`src/rtl/alu8_seq_pkg.sv`:
```
// Shared definitions for the 8-bit ALU sequencer: opcodes, FSM states,
// ALU output-mux encodings, flag-update mask and STATUS bit positions.
package alu8_seq_pkg;

  localparam logic [3:0] OP_MOVWF  = 4'b0000;
  localparam logic [3:0] OP_CLRF   = 4'b0001;
  localparam logic [3:0] OP_SUBWF  = 4'b0010;
  localparam logic [3:0] OP_DECF   = 4'b0011;
  localparam logic [3:0] OP_IORWF  = 4'b0100;
  localparam logic [3:0] OP_ANDWF  = 4'b0101;
  localparam logic [3:0] OP_XORWF  = 4'b0110;
  localparam logic [3:0] OP_ADDWF  = 4'b0111;
  localparam logic [3:0] OP_MOVF   = 4'b1000;
  localparam logic [3:0] OP_COMF   = 4'b1001;
  localparam logic [3:0] OP_INCF   = 4'b1010;
  localparam logic [3:0] OP_DECFSZ = 4'b1011;
  localparam logic [3:0] OP_RRF    = 4'b1100;
  localparam logic [3:0] OP_RLF    = 4'b1101;
  localparam logic [3:0] OP_SWAPF  = 4'b1110;
  localparam logic [3:0] OP_INCFSZ = 4'b1111;

  typedef enum logic [1:0] {
    ST_IDLE = 2'd0,
    ST_READ = 2'd1,
    ST_EXEC = 2'd2,
    ST_WB   = 2'd3
  } state_e;

  localparam logic [1:0] MUX_THROU = 2'd0;
  localparam logic [1:0] MUX_SHIFT = 2'd1;
  localparam logic [1:0] MUX_LOGIC = 2'd2;
  localparam logic [1:0] MUX_ADDER = 2'd3;

  typedef struct packed {
    logic c;
    logic dc;
    logic z;
  } flag_mask_t;

  localparam int STATUS_C  = 0;
  localparam int STATUS_DC = 1;
  localparam int STATUS_Z  = 2;

endpackage

```
`src/rtl/alu8_seq_dec.sv`:
```
// Combinational instruction decoder: {prefix, op, d} -> ALU controls,
// flag-update mask, write-back target and illegal indication.
// Optional skip opcodes enabled by macro ALU8_SEQ_SKIP_EN.
module alu8_seq_dec
  import alu8_seq_pkg::*;
(
  input  logic [1:0] pre,
  input  logic [3:0] op,
  input  logic       d,
  output logic       clr,
  output logic       swap_n_mov,
  output logic       rlf_n_rrf,
  output logic       sub,
  output logic [1:0] op_mux_l,
  output logic [1:0] op_mux_a,
  output logic [1:0] out_mux,
  output logic       a1_w,
  output flag_mask_t mask,
  output logic       wr_f,
  output logic       wr_w,
`ifdef ALU8_SEQ_SKIP_EN
  output logic       skip_chk,
`endif
  output logic       illegal
);

  logic skip_int;

  // Decode table; illegal instructions have all side effects suppressed
  always_comb begin
    clr        = 1'b0;
    swap_n_mov = 1'b0;
    rlf_n_rrf  = 1'b0;
    sub        = 1'b0;
    op_mux_l   = 2'd0;
    op_mux_a   = 2'd0;
    out_mux    = MUX_THROU;
    a1_w       = 1'b0;
    mask       = '0;
    wr_f       = d;
    wr_w       = ~d;
    skip_int   = 1'b0;
    illegal    = 1'b0;
    case (op)
      OP_MOVWF: begin
        if (d) a1_w = 1'b1;
        else begin
          wr_f = 1'b0;
          wr_w = 1'b0;
        end
      end
      OP_CLRF:  begin clr = 1'b1; mask.z = 1'b1; end
      OP_SUBWF: begin out_mux = MUX_ADDER; op_mux_a = 2'd1; sub = 1'b1; mask = '1; end
      OP_DECF:  begin out_mux = MUX_ADDER; op_mux_a = 2'd3; mask.z = 1'b1; end
      OP_IORWF: begin out_mux = MUX_LOGIC; op_mux_l = 2'd0; mask.z = 1'b1; end
      OP_ANDWF: begin out_mux = MUX_LOGIC; op_mux_l = 2'd1; mask.z = 1'b1; end
      OP_XORWF: begin out_mux = MUX_LOGIC; op_mux_l = 2'd2; mask.z = 1'b1; end
      OP_ADDWF: begin out_mux = MUX_ADDER; op_mux_a = 2'd0; mask = '1; end
      OP_MOVF:  begin mask.z = 1'b1; end
      OP_COMF:  begin out_mux = MUX_LOGIC; op_mux_l = 2'd3; mask.z = 1'b1; end
      OP_INCF:  begin out_mux = MUX_ADDER; op_mux_a = 2'd2; mask.z = 1'b1; end
      OP_RRF:   begin out_mux = MUX_SHIFT; mask.c = 1'b1; end
      OP_RLF:   begin out_mux = MUX_SHIFT; rlf_n_rrf = 1'b1; mask.c = 1'b1; end
      OP_SWAPF: begin swap_n_mov = 1'b1; end
`ifdef ALU8_SEQ_SKIP_EN
      OP_DECFSZ: begin out_mux = MUX_ADDER; op_mux_a = 2'd3; skip_int = 1'b1; end
      OP_INCFSZ: begin out_mux = MUX_ADDER; op_mux_a = 2'd2; skip_int = 1'b1; end
`endif
      default:  illegal = 1'b1;
    endcase
    if (pre != 2'b00) illegal = 1'b1;
    if (illegal) begin
      wr_f     = 1'b0;
      wr_w     = 1'b0;
      mask     = '0;
      skip_int = 1'b0;
    end
  end

`ifdef ALU8_SEQ_SKIP_EN
  assign skip_chk = skip_int;
`else
  logic unused_skip;
  assign unused_skip = skip_int;
`endif

endmodule

```
`src/rtl/alu8_seq_ctrl.sv`:
```
// Four-cycle sequencer (IDLE -> READ -> EXEC -> WB) driving the 8-bit ALU.
// Owns W and the C/DC/Z flags. Macro ALU8_SEQ_SKIP_EN adds DECFSZ/INCFSZ
// and the registered skip output.
module alu8_seq_ctrl
  import alu8_seq_pkg::*;
#(
  parameter int                ADDR_W      = 7,
  parameter logic [ADDR_W-1:0] STATUS_ADDR = 7'h03
) (
  input  logic              clk,
  input  logic              rst_n,
  input  logic              instr_valid,
  output logic              instr_ready,
  input  logic [13:0]       instr,
  output logic              done,
  output logic              illegal,
  output logic [ADDR_W-1:0] f_addr,
  input  logic [7:0]        f_rd_data,
  output logic              f_wr_en,
  output logic [7:0]        f_wr_data,
  output logic              alu_clr,
  output logic              alu_swap_n_mov,
  output logic              alu_rlf_n_rrf,
  output logic              alu_sub,
  output logic [1:0]        alu_op_mux_l,
  output logic [1:0]        alu_op_mux_a,
  output logic [1:0]        alu_out_mux,
  output logic              alu_c_in,
  output logic [7:0]        alu_op_a1,
  output logic [7:0]        alu_op_a,
  output logic [7:0]        alu_op_b,
  input  logic [7:0]        alu_result,
  input  logic              alu_c_new,
  input  logic              alu_dc_new,
  input  logic              alu_z_new,
  output logic [7:0]        w_reg,
  output logic              status_c,
  output logic              status_dc,
  output logic              status_z
`ifdef ALU8_SEQ_SKIP_EN
  ,
  output logic              skip
`endif
);

  state_e      state_q, state_d;
  logic [13:0] instr_q, instr_d;
  logic        clr_q, clr_d, swap_q, swap_d, rlf_q, rlf_d, sub_q, sub_d;
  logic [1:0]  mux_l_q, mux_l_d, mux_a_q, mux_a_d, out_mux_q, out_mux_d;
  logic [7:0]  res_q, res_d, w_q, w_d;
  logic        cn_q, cn_d, dcn_q, dcn_d, zn_q, zn_d;
  logic        c_q, c_d, dc_q, dc_d, z_q, z_d;
  logic        done_q, done_d, ill_q, ill_d, wr_en_q, wr_en_d;

  logic        dec_clr, dec_swap, dec_rlf, dec_sub, dec_a1_w;
  logic        dec_wr_f, dec_wr_w, dec_illegal;
  logic [1:0]  dec_mux_l, dec_mux_a, dec_out_mux;
  flag_mask_t  dec_mask;
`ifdef ALU8_SEQ_SKIP_EN
  logic        dec_skip, skip_q, skip_d;
`endif

  alu8_seq_dec u_dec (
    .pre        (instr_q[13:12]),
    .op         (instr_q[11:8]),
    .d          (instr_q[7]),
    .clr        (dec_clr),
    .swap_n_mov (dec_swap),
    .rlf_n_rrf  (dec_rlf),
    .sub        (dec_sub),
    .op_mux_l   (dec_mux_l),
    .op_mux_a   (dec_mux_a),
    .out_mux    (dec_out_mux),
    .a1_w       (dec_a1_w),
    .mask       (dec_mask),
    .wr_f       (dec_wr_f),
    .wr_w       (dec_wr_w),
`ifdef ALU8_SEQ_SKIP_EN
    .skip_chk   (dec_skip),
`endif
    .illegal    (dec_illegal)
  );

  // Next-state and next-output computation for the sequencer
  always_comb begin
    state_d   = state_q;
    instr_d   = instr_q;
    clr_d     = clr_q;
    swap_d    = swap_q;
    rlf_d     = rlf_q;
    sub_d     = sub_q;
    mux_l_d   = mux_l_q;
    mux_a_d   = mux_a_q;
    out_mux_d = out_mux_q;
    res_d     = res_q;
    cn_d      = cn_q;
    dcn_d     = dcn_q;
    zn_d      = zn_q;
    w_d       = w_q;
    c_d       = c_q;
    dc_d      = dc_q;
    z_d       = z_q;
    done_d    = done_q;
    ill_d     = ill_q;
    wr_en_d   = wr_en_q;
`ifdef ALU8_SEQ_SKIP_EN
    skip_d    = skip_q;
`endif
    unique case (state_q)
      ST_IDLE: begin
        if (instr_valid) begin
          instr_d = instr;
          state_d = ST_READ;
        end
      end
      ST_READ: begin
        // Controls become valid for the whole EXEC cycle
        clr_d     = dec_clr;
        swap_d    = dec_swap;
        rlf_d     = dec_rlf;
        sub_d     = dec_sub;
        mux_l_d   = dec_mux_l;
        mux_a_d   = dec_mux_a;
        out_mux_d = dec_out_mux;
        state_d   = ST_EXEC;
      end
      ST_EXEC: begin
        res_d     = alu_result;
        cn_d      = alu_c_new;
        dcn_d     = alu_dc_new;
        zn_d      = alu_z_new;
        clr_d     = 1'b0;
        swap_d    = 1'b0;
        rlf_d     = 1'b0;
        sub_d     = 1'b0;
        mux_l_d   = 2'd0;
        mux_a_d   = 2'd0;
        out_mux_d = MUX_THROU;
        done_d    = 1'b1;
        ill_d     = dec_illegal;
        wr_en_d   = dec_wr_f;
`ifdef ALU8_SEQ_SKIP_EN
        skip_d    = dec_skip & (alu_result == 8'h00);
`endif
        state_d   = ST_WB;
      end
      ST_WB: begin
        done_d  = 1'b0;
        ill_d   = 1'b0;
        wr_en_d = 1'b0;
`ifdef ALU8_SEQ_SKIP_EN
        skip_d  = 1'b0;
`endif
        if (dec_wr_w) w_d = res_q;
        // A STATUS write loads all flag bits; affected flags then win
        if (dec_wr_f && (f_addr == STATUS_ADDR)) begin
          c_d  = res_q[STATUS_C];
          dc_d = res_q[STATUS_DC];
          z_d  = res_q[STATUS_Z];
        end
        if (dec_mask.c)  c_d  = cn_q;
        if (dec_mask.dc) dc_d = dcn_q;
        if (dec_mask.z)  z_d  = zn_q;
        state_d = ST_IDLE;
      end
      default: state_d = ST_IDLE;
    endcase
  end

  // State and output registers; reset aborts any instruction in flight
  always_ff @(posedge clk or negedge rst_n) begin
    if (!rst_n) begin
      state_q   <= ST_IDLE;
      instr_q   <= '0;
      clr_q     <= 1'b0;
      swap_q    <= 1'b0;
      rlf_q     <= 1'b0;
      sub_q     <= 1'b0;
      mux_l_q   <= 2'd0;
      mux_a_q   <= 2'd0;
      out_mux_q <= MUX_THROU;
      res_q     <= 8'h00;
      cn_q      <= 1'b0;
      dcn_q     <= 1'b0;
      zn_q      <= 1'b0;
      w_q       <= 8'h00;
      c_q       <= 1'b0;
      dc_q      <= 1'b0;
      z_q       <= 1'b0;
      done_q    <= 1'b0;
      ill_q     <= 1'b0;
      wr_en_q   <= 1'b0;
`ifdef ALU8_SEQ_SKIP_EN
      skip_q    <= 1'b0;
`endif
    end else begin
      state_q   <= state_d;
      instr_q   <= instr_d;
      clr_q     <= clr_d;
      swap_q    <= swap_d;
      rlf_q     <= rlf_d;
      sub_q     <= sub_d;
      mux_l_q   <= mux_l_d;
      mux_a_q   <= mux_a_d;
      out_mux_q <= out_mux_d;
      res_q     <= res_d;
      cn_q      <= cn_d;
      dcn_q     <= dcn_d;
      zn_q      <= zn_d;
      w_q       <= w_d;
      c_q       <= c_d;
      dc_q      <= dc_d;
      z_q       <= z_d;
      done_q    <= done_d;
      ill_q     <= ill_d;
      wr_en_q   <= wr_en_d;
`ifdef ALU8_SEQ_SKIP_EN
      skip_q    <= skip_d;
`endif
    end
  end

  assign instr_ready    = (state_q == ST_IDLE);
  assign f_addr         = instr_q[ADDR_W-1:0];
  assign f_wr_en        = wr_en_q;
  assign f_wr_data      = res_q;
  assign done           = done_q;
  assign illegal        = ill_q;
  assign alu_clr        = clr_q;
  assign alu_swap_n_mov = swap_q;
  assign alu_rlf_n_rrf  = rlf_q;
  assign alu_sub        = sub_q;
  assign alu_op_mux_l   = mux_l_q;
  assign alu_op_mux_a   = mux_a_q;
  assign alu_out_mux    = out_mux_q;
  assign alu_c_in       = c_q;
  assign alu_op_a       = f_rd_data;
  assign alu_op_a1      = dec_a1_w ? w_q : f_rd_data;
  assign alu_op_b       = w_q;
  assign w_reg          = w_q;
  assign status_c       = c_q;
  assign status_dc      = dc_q;
  assign status_z       = z_q;
`ifdef ALU8_SEQ_SKIP_EN
  assign skip           = skip_q;
`endif

endmodule

```
`config.mk`:
```
export PLATFORM = sky130hd
export DESIGN_NAME = alu8_seq_ctrl
export DESIGN_NICKNAME = d
export VERILOG_FILES = /design/src/rtl/alu8_seq_pkg.sv /design/src/rtl/alu8_seq_dec.sv /design/src/rtl/alu8_seq_ctrl.sv
export SDC_FILE = /design/constraint.sdc
export NUM_CORES = 1
export LEC_CHECK = 0
export ABC_AREA = 1
export CAP_MARGIN = 20
export CORE_UTILIZATION = 44
export CTS_BUF_LIST = sky130_fd_sc_hd__clkbuf_16
export DETAILED_ROUTE_END_ITERATION = 6
export GPL_TIMING_DRIVEN = 0
export PLACE_DENSITY = 0.81
export SYNTH_ARGS = -nofsm -noshare
export SYNTH_HDL_FRONTEND = slang
export SYNTH_SLANG_ARGS = --single-unit
```
`constraint.sdc`:
```
create_clock -name clk -period 1.73 [get_ports clk]
set_input_delay 0.346 -clock clk [delete_from_list [all_inputs] [get_ports clk]]
set_output_delay 0.346 -clock clk [all_outputs]
set_load 0.005 [all_outputs]
```
# Word level (Yosys, flattened, before mapping)
# Index checks and enable logic that the tools add are counted.
# word_totals
inputBits,36
regBits,51
# classes
eq_ne,18
mux,39
bitwise,1
n_reduce_logical,21
# op_table
op,count
4-bit == test (second input constant),6
1-bit 2-to-1 mux,22
2-bit case mux with 3 select lines,3
4-bit by 3-bit == test with 1-bit output (second input constant),4
1-bit case mux with 2 select lines,7
14-bit OR reduction,1
2-bit case mux with 2 select lines,3
2-bit nonzero test,6
4-bit OR reduction,3
2-bit AND reduction,5
10-bit OR reduction,1
4-bit by 2-bit == test with 1-bit output (second input constant),2
8-bit 2-to-1 mux,1
2-bit case mux with 4 select lines,1
7-bit by 2-bit == test with 1-bit output (second input constant),1
2-bit == test (second input constant),2
4-bit by 1-bit == test with 1-bit output (second input constant),1
4-bit logical NOT,1
2-bit OR reduction,2
3-bit 2-to-1 mux,1
2-bit by 1-bit == test with 1-bit output (second input constant),1
2-bit logical NOT,1
2-bit 2-to-1 mux,1
2-bit inequality test (second input constant),1
other kinds (2),2

# Longest topological paths before layout
# logic_depth
depth_word,8
mapped_depth,9
depth_no_buf,9

# By module
# Synthesis repeated with hierarchy kept, for this count alone.
# unflattened
hier_cells,297
hier_area_um2,2623.8
# by_module_without_submodules
module,area_each_um2,n_inst,cells_each,seq_area_each_um2
alu8_seq_ctrl,2386.0,1,250,1276.2
alu8_seq_dec,237.7,1,47,0.0

# Least setup slack after synthesis
# OpenSTA, ideal clock, no wires.
# synth_path
path_type,register to output
from,register instr_q[8]
to,output port alu_op_a1[0]
path_stages_with_launch,5
slack_ns,0.157
t_required_ns,1.384
path_buffers,0
t_arrival_ns,1.227
cell_sequence,dfrtp_1 nor2_2 nand2_8 nor2_8 mux2_2
# synth_between
elab_chain_cells,3
# synth_lines
element,line_no,text
from (decl),alu8_seq_ctrl.sv:47,"logic [13:0] instr_q, instr_d;"
from (signal assigned),alu8_seq_ctrl.sv:198,instr_q <= instr_d;
4-bit logical NOT,alu8_seq_dec.sv:44,case (op)
1-bit 2-to-1 mux,alu8_seq_dec.sv:44,
8-bit 2-to-1 mux,alu8_seq_ctrl.sv:238,assign alu_op_a1 = dec_a1_w ? w_q : f_rd_data;
to (decl),alu8_seq_ctrl.sv:29,"output logic [7:0] alu_op_a1,"
# Every way passes these cells.

# Final worst setup path
# layout_path
from,register instr_q[10]
to,output port alu_op_a1[3]
# The elaborated chain is that of the path after synthesis.

==> flow_summary.yaml <==
status:
  status: "finished, violations left"
  violations: "negative setup slack"
synth:
  synth_top_area_cell: "dfrtp_1"
  yosysMostFrequentCell: "nand2_1"
  synthCells: 270
  synthTopCellsByCount: "nand2_1 (64), dfrtp_1 (51), inv_1 (25), buf_4 (24), o21ai_0 (19)"
  yosysWarnings: 0
  synth_top_area_share: 0.4976
  synthTopCellsByArea: "dfrtp_1 (50%), nand2_1 (9.4%), mux2_2 (7.5%)"
  synth.cell_area_mm2: 0.002565
  ys_ff_latch: 51
  synth_edf_count: 0
  synth-seq-area-share: 0.4976
  synth_top_flop_cell: "dfrtp_1"
  synth_cell_type_count: 30
  async_reset_ff_frac: 1.000
  synth_nets: 309
  syn_avg_cell_area_um2: 9.500
layout:
  diodes: 0
  syn_to_final_growth_pct: 56.59
  multi_input_area_mm2: 0.001031
  final_area_mm2: 0.004016
  fill_cells: 399
  fin_nets: 431
  regArea_mm2: 0.001280
  drive_gt1_frac: 0.2806
critical_path:
  crit_required_ns: 1.38
  critPathMaxFanout: 5
  critPathKind: "reg -> out"
  cp.arrival_ns: 1.68
  start_kind: "flop"
  end_kind: "output port"
  reg2reg_from: "state_q[0]$_DFFE_PN0P_"
  r2r_end: "alu_op_mux_l[0]$_DFFE_PN0P_"
  crit_path_start: "instr_q[10]$_DFFE_PN0P_"
  rr_worst_depth: 8
  worst-r2r-setup-slack_ns: 0.18
sta:
  finalSetupViolations: 8
  period_share: 1.172
  grt_setup_unrepaired: "true"
  slew_viol_final: 0
  tightestPinTransition_ns: 0.4169
  layout_min_cycle_time_ns: 2.028
  hold_viol: 0
  max_freq_ghz: 0.4931
  holdWs_ns: 0.4860
  final.setup.worst_slack_ns: -0.2981
  timing.slew.headroom: 0.7221
  fin_skew_ns: 0.006373
  fin_setup_tns_ns: -2.226
grt:
  grt_antenna_before_repair: 0
  gr-total-overflow: 0
  grt_pass1_vias: 2312
  grt_use_total: 0.2227
  grt_max_degree: 38
  grt_pass1_wl_mm: 10.61
detailed_routing:
  vias_per_cell: 4.830
  postRouteAntennaNets: 0
  wl_per_cell_um: 13.63
  drt-total-wl_mm: 6.326
  drtIter0Drc: 129
  route.detailed.drc: 0
  drtPass1Iterations: 4
  vias: 2241
power:
  ir_drop_mv: 1.113
  leakage_nw: 1.918
  powerDensity_mw_per_mm2: 1684
cts:
  clock_latency_ns: 0.29
  path_clk_slew_ns: 0.07
  clkSinkCount: 51
  clockBufferDepth: 2
  root_buffer: "clkbuf_16"
  tritoncts: "yes"
  cts_htree_levels: 2
  cts_made_buffers: 5
hold_path:
  hold_path_end: "cn_q$_DFFE_PN0P_"
  hold_class: "reg -> reg"
  min_from: "cn_q$_DFFE_PN0P_"
  hold_depth: 2
floorplan:
  fp.dieArea_mm2: 0.006139
  coreArea_mm2: 0.005574
  rows: 27
  chipWidth_um: 78.35
  die_h_um: 78.35
  ios: 101
  start_util: 0.4602
place:
  place.gp.congestion: 0.8868
  io_buffers: 100
  dpl.hpwl_mm: 4.483
  placed_area_mm2: 0.003671
  preCtsSetupSlack_ns: -0.3924
job:
  max-cap-violations: 0
## how the worst max path moves through the flow
stage | endpoint | slack (ns) | cells after the start
2_1_floorplan | alu_op_a1[0] | 0.16 | 4
3_3_place_gp | alu_op_b[1]$_DFFE_PN0P_ | -1.16 | 1
3_5_place_dp | alu_op_a1[1] | -0.39 | 5
4_1_cts | alu_op_a1[1] | -0.32 | 6
5_1_grt | alu_op_a1[1] | -0.35 | 6
6_report | alu_op_a1[3] | -0.30 | 6
## routing by layer
metal | vias up | share of wire | track usage
li1 | 1090 | - | -
met1 | 1061 | 0.40 | 0.2598
met2 | 74 | 0.52 | 0.3798
met3 | 16 | 0.053 | 0.05930
met4 | 0 | 0.027 | 0.1056
met5 | - | 0 | 0
## cell usage in the layout, fill, tap and decap left out, types with 2 or more instances in the layout
cell / netlist / final
nor2_1: 16 / 15
nand2_2: 7 / 7
dfrtp_1: 51 / 48
o21ai_2: 8 / 8
inv_2: 2 / 4
dfrtp_2: 0 / 3
o21ai_0: 19 / 19
mux2_4: 0 / 8
clkbuf_16: 0 / 5
inv_1: 25 / 23
buf_2: 1 / 2
clkbuf_2: 0 / 2
nor2_4: 1 / 3
ha_1: 3 / 2
buf_4: 24 / 33
nand3_1: 8 / 8
mux2_2: 17 / 10
dlygate4sd2_1: 0 / 9
nand3_2: 2 / 2
a21oi_1: 5 / 5
clkdlybuf4s50_1: 0 / 82
nand2_1: 64 / 64
buf_6: 0 / 12
## sequential cells by signal, summed over array words and instances, names as in the netlist, 2 cells and up
name and flops:
alu_op_b 8, alu_op_mux_a 2, state_q 2, f_wr_data 8
alu_op_mux_l 2, instr_q 14, alu_out_mux 2
## what timing repair did
item,4_1_cts,5_1_grt
setup endpoints to repair,17,13
pin swaps,5,3
gates resized for setup,69,6
hold buffers,1,0
endpoints found under the hold margin,14,0
setup buffers,11,2
## logic make-up (layout without fill, tap and decap cells)
logic type               Yosys count  count (layout)  synth area share
AO/OA/AOI/OAI                     38              38           0.09366
buffers and inverters             56             178            0.1219
AND/OR/NAND/NOR                  104             104            0.1932
adder cells (fa/ha/maj)            3               3           0.01464
flip-flops                        51              51            0.4976
multiplexers                      18              18           0.07902
## through the flow
stage,util,instances,power [mW]
after floorplan,-,270,3.857
after global placement,0.6559,442,5.313
after detailed placement,0.6586,443,5.409
after CTS,0.7160,462,6.731
after global routing,0.7205,464,7.276
final,0.7205,464,6.765
## report_power, final
part,internal [mW],switching [mW]
Clock,0.674,0.410
Sequential,1.75,0.390
Combinational,1.94,1.61
## critical path, stage by stage, from the launching register on
cell and delay (ns):
dfrtp_1 0.42, nor2_4 0.18, nand2_8 0.08, nor2_8 0.15
buf_6 0.15, mux2_4 0.30, buf_6 0.11
## final cells by class
class | instances | area share
plain buffers | 29 | 0.05327
clock buffers | 5 | 0.03115
clock inverters | 2 | 0.009346
inverters | 27 | 0.02523
multi-input cells | 163 | 0.2567
flip-flops and latches | 51 | 0.3187
well taps | 72 | 0.02243
repair buffers | 115 | 0.2832
No activity file was read; power rests on OpenSTA's default activity.
